File: src/rtl/hilo_mdu_ctrl.sv
// HI/LO register file and multiply/divide sequencing for the execute stage.
// Multiplies complete in one cycle; divides hand off to an external divider and stall until it returns.
module hilo_mdu_ctrl (
   input  logic        clk,
   input  logic        rst,
   input  logic        op_valid,
   input  logic [4:0]  op,
   input  logic [31:0] a,
   input  logic [31:0] b,
   input  logic [63:0] mul_result,
   input  logic        mthi,
   input  logic        mtlo,
   input  logic [31:0] wdata,
   input  logic        flush,
   output logic        div_start,
   output logic        div_signed,
   output logic        div_annul,
   output logic [31:0] div_a,
   output logic [31:0] div_b,
   input  logic        div_ready,
   input  logic [63:0] div_result,
   output logic        stall,
   output logic [31:0] hi,
   output logic [31:0] lo
);

   localparam logic [4:0] OP_MULT  = 5'b01111;
   localparam logic [4:0] OP_MULTU = 5'b11111;
   localparam logic [4:0] OP_DIV   = 5'b01110;
   localparam logic [4:0] OP_DIVU  = 5'b11110;

   typedef enum logic [1:0] {
      IDLE     = 2'd0,
      DIV_BUSY = 2'd1,
      DIV_DONE = 2'd2
   } state_t;

   state_t      state_reg, state_next;
   logic [31:0] hi_reg, hi_next;
   logic [31:0] lo_reg, lo_next;
   logic [31:0] div_a_reg, div_a_next;
   logic [31:0] div_b_reg, div_b_next;
   logic        div_signed_reg, div_signed_next;

   logic        is_mul, is_div;
   logic        start_c, signed_c, annul_c, stall_c;

   assign is_mul = op_valid && (op == OP_MULT || op == OP_MULTU);
   assign is_div = op_valid && (op == OP_DIV  || op == OP_DIVU);

   always_ff @(posedge clk or negedge rst) begin
      if (!rst) begin
         state_reg      <= IDLE;
         hi_reg         <= '0;
         lo_reg         <= '0;
         div_a_reg      <= '0;
         div_b_reg      <= '0;
         div_signed_reg <= 1'b0;
      end else begin
         state_reg      <= state_next;
         hi_reg         <= hi_next;
         lo_reg         <= lo_next;
         div_a_reg      <= div_a_next;
         div_b_reg      <= div_b_next;
         div_signed_reg <= div_signed_next;
      end
   end

   always_comb begin
      state_next      = state_reg;
      hi_next         = hi_reg;
      lo_next         = lo_reg;
      div_a_next      = div_a_reg;
      div_b_next      = div_b_reg;
      div_signed_next = div_signed_reg;
      start_c         = 1'b0;
      signed_c        = 1'b0;
      annul_c         = 1'b0;
      stall_c         = 1'b0;

      case (state_reg)
         IDLE: begin
            if (!flush) begin
               // A multiply outranks a simultaneous move-to on the same cycle.
               if (is_mul) begin
                  {hi_next, lo_next} = mul_result;
               end else begin
                  if (mthi) hi_next = wdata;
                  if (mtlo) lo_next = wdata;
               end
               if (is_div) begin
                  start_c         = 1'b1;
                  signed_c        = (op == OP_DIV);
                  div_signed_next = (op == OP_DIV);
                  div_a_next      = a;
                  div_b_next      = b;
                  stall_c         = 1'b1;
                  state_next      = DIV_BUSY;
               end
            end
         end
         DIV_BUSY: begin
            signed_c = div_signed_reg;
            // A flush kills the divide even if the result lands this same cycle.
            if (flush) begin
               annul_c    = 1'b1;
               state_next = IDLE;
            end else begin
               stall_c = 1'b1;
               if (div_ready) begin
                  {hi_next, lo_next} = div_result;
                  state_next         = DIV_DONE;
               end
            end
         end
         DIV_DONE: begin
            // One stall-free cycle lets the held divide retire without restarting.
            state_next = IDLE;
         end
         default: begin
            state_next = IDLE;
         end
      endcase
   end

   // Gate combinational controls so they drop the moment reset asserts.
   assign div_start  = rst & start_c;
   assign div_signed = rst & signed_c;
   assign div_annul  = rst & annul_c;
   assign stall      = rst & stall_c;
   assign div_a      = div_a_reg;
   assign div_b      = div_b_reg;
   assign hi         = hi_reg;
   assign lo         = lo_reg;

endmodule

File: config.mk
export PLATFORM = sky130hd
export DESIGN_NAME = hilo_mdu_ctrl
export DESIGN_NICKNAME = d
export VERILOG_FILES = /design/src/rtl/hilo_mdu_ctrl.sv
export SDC_FILE = /design/constraint.sdc
export NUM_CORES = 1
export LEC_CHECK = 0
export ABC_AREA = 1
export CAP_MARGIN = 20
export CORE_MARGIN = 4
export CORE_UTILIZATION = 35
export DETAILED_ROUTE_END_ITERATION = 10
export PLACE_DENSITY = 0.82
export SYNTH_ARGS = -nofsm -noshare
export SYNTH_HDL_FRONTEND = slang
export SYNTH_SLANG_ARGS = --single-unit
File: constraint.sdc
create_clock -name clk -period 1.35 [get_ports clk]
set_input_delay 0.3375 -clock clk [delete_from_list [all_inputs] [get_ports clk]]
set_output_delay 0.3375 -clock clk [all_outputs]
set_load 0.1 [all_outputs]
==> metrics <==
final hold vios=0; crit-path max FO=8; Die H=144 um; status=complete, but fails checks; clock input transition at the sequential cells of the worst setup and hold paths=0.07 ns; TritonCTS clock tree=done; Cell Count, Final, Fillers Out=1,648; reg2reg setup slack=-0.88 ns; row count=between 40 and 50; power density over the cells=approximately 1400 nW/um2; WS Path Type=flip-flop to flip-flop; skew final=around 0.017 ns; Setup crit start kind=flip-flop; failing checks=setup timing; antenna-violating nets left=0; Fmax=between 400 and 500 MHz; syn nets=roughly 1,100; Leak=7.43 nW; worst slew margin relative to its limit=0.695; max-slew violation count=0; placed cells=~1,500; total grt overflow=0; initial antenna violation count=5; Synth area leader=dfrtp_1; CP required=between 1.5 and 2 ns; sequential area share after synthesis=0.508; Die ar.=about 21,000 um2; Initial Util=0.358; GRT Resource Usage Total=0.323; Hold Path Class=input pin to flip-flop; final hold slack=~0.45 ns; critical path arrival=approximately 2.6 ns; Final GP Congestion=0.946; dominant cells by area after synthesis=dfrtp_1 (51%), nand2_1 (21%), nor2_1 (7.7%), nand3_1 (5.0%), o21ai_0 (4.2%); HP Start=a[17]; Synth Instances=891; Design Power=between 20 and 25 mW; Clk Latency, worst-skew pair=0.43 ns; top cell type's share of synthesized area=0.508; Syn Std Cell Area=about 6500 um2; P&R area growth vs syn=134%; DRT iter0 DRCs=about 770; DRC Markers=0; core area=18,000 um2; largest net degree at the start of global routing=75; Unique masters post-synth=21; TNS Setup=-54.27 ns; CTS buffer count=17; total clock sinks=131; max_cap viols=0; Longest Clk Path Bufs=2; DR vias/cell=5.37; vias=about 8,900; worst reg2reg startpoint=state_reg[0]$_DFFE_PN0P_; critical-path cell list=buf_4 -> nand2_4 -> buf_4 -> buf_6 -> nor2_4 -> nor2_4 -> buf_6 -> nand2_8 -> buf_12 -> nor2_1 -> nand2_1 -> nand2_4; worst stage delay on the critical path=0.41 ns; First-pass DRT Iterations=5; vias in the first global route=8,717; share of layout cells above drive strength 1=0.378; global-route wire length before repair=50,200 um; hpwl dp=20,700 um; Synth Register Bits=approximately 130; Total Wirelength=39,100 um; Hold EP=div_a[17]$_DFFE_PN0P_; peak supply drop=around 0.0014 V; final worst-path cycle share=1.65; CTS root buffer=clkbuf_16; worst hold stages=3; commonest non-fill, non-tap cells in the layout=nand2_1 (284), clkdlybuf4s50_1 (228), buf_12 (160); minimum clock period=about 2.2 ns; Worst R2R End=lo[17]$_DFFE_PN0P_; Total Nets Final=around 1,600; Syn. warnings=0; I/O Pins=368; drt wl/cell=~24 um; Post-Syn Area per Cell=a little over 7 um2; Worst setup EP type=flip-flop; Reg2Reg Depth=12; H-tree depth=4; die width=144 um; I/O Buffers=367; unrepaired setup endpoints after global routing=yes; Setup Viol. Count Final=216; worst slew pin tran=0.456 ns; Final Worst Setup Slack=-0.879 ns; slowest CP cell=dfrtp_1; commonest non-fill, non-tap cell in the layout=nand2_1
[final cells by class]
cell class              count  area (um2)
clock inverters            13         148
diodes                      5        12.5
flip-flops and latches    131        3290
repair buffers            540        7240
clock buffers              19         443
inverters                  72         275
multi-input cells         639        3390
fillers                   858        2940
well taps                 229         287
[repair_timing]
item                                    in CTS  in global routing
pin swaps                                   44                 55
resized for setup                          193                134
hold buffers                                 1                  0
hold endpoints to repair                    22                  0
endpoints found under the setup margin     259                297
gates cloned                                28                  3
setup buffers                               62                 47
[cells in the mapped netlist, drive strengths merged]
master and n:
a21oi 2, nand4 1, nor2 136, buf 41, inv 72, nand2 367, nor3b 1, dfrtp 131
nor3 2, nand3 66, o21ai 64, clkbuf 8
[critical path: cells and delay by family, from the launching register on]
kind / cells / cell delay [ns]
buffers and inverters: 5 / 0.71
flip-flops: 1 / 0.41
AND/OR/NAND/NOR: 7 / 1.04
[stage by stage]
stage / setup slack, ns / util / instance area, um2
2_1_floorplan: -0.558 / - / 6530
3_3_place_gp: -0.638 / 0.668 / 12000
3_5_place_dp: -0.685 / 0.668 / 12000
4_1_cts: -0.571 / 0.800 / 14400
5_1_grt: -0.900 / 0.837 / 15100
6_report: -0.879 / 0.837 / 15100
[per-layer routing]
layer  vias up  global-route usage  part of all wire  routed length [um]
met1      4165               0.362              0.33               12900
met3       232              0.0972              0.10                4010
li1       3771                   -                 -                   -
met4         0               0.165             0.072                2830
met5         -                   0                 0                   0
met2       689               0.556              0.49               19300
[how the worst max path moves through the flow]
stage,start,to,slack (ns),cells after the start
floorplan,state_reg[1]$_DFFE_PN0P_,div_annul,-0.56,5
global placement,op[1],div_signed,-0.64,6
detailed placement,op[1],div_signed,-0.68,6
CTS,state_reg[0]$_DFFE_PN0P_,stall,-0.57,5
global route,state_reg[1]$_DFFE_PN0P_,lo[17]$_DFFE_PN0P_,-0.90,13
finish,state_reg[0]$_DFFE_PN0P_,lo[17]$_DFFE_PN0P_,-0.88,12
[kinds of logic (layout without fill, tap and decap cells)]
logic type             count (synthesis)  in the layout  share of synthesized area
DFF                                  131            131                      0.508
buffers and inverters                121            644                     0.0845
and+or+nand+nor                      573            573                      0.356
AOI/OAI and AO/OA                     66             66                     0.0512
other                                  0              5                          0
[where the power goes]
| group | switching (mW) | leakage (nW) | total [mW] | internal (mW) |
|---|---|---|---|---|
| logic | 6.87 | 5.49 | 11.2 | 4.35 |
| clock network | 1.95 | 0.283 | 4.75 | 2.80 |
| registers | 0.820 | 1.66 | 5.41 | 4.59 |
Power figures use the tool's default switching activity.
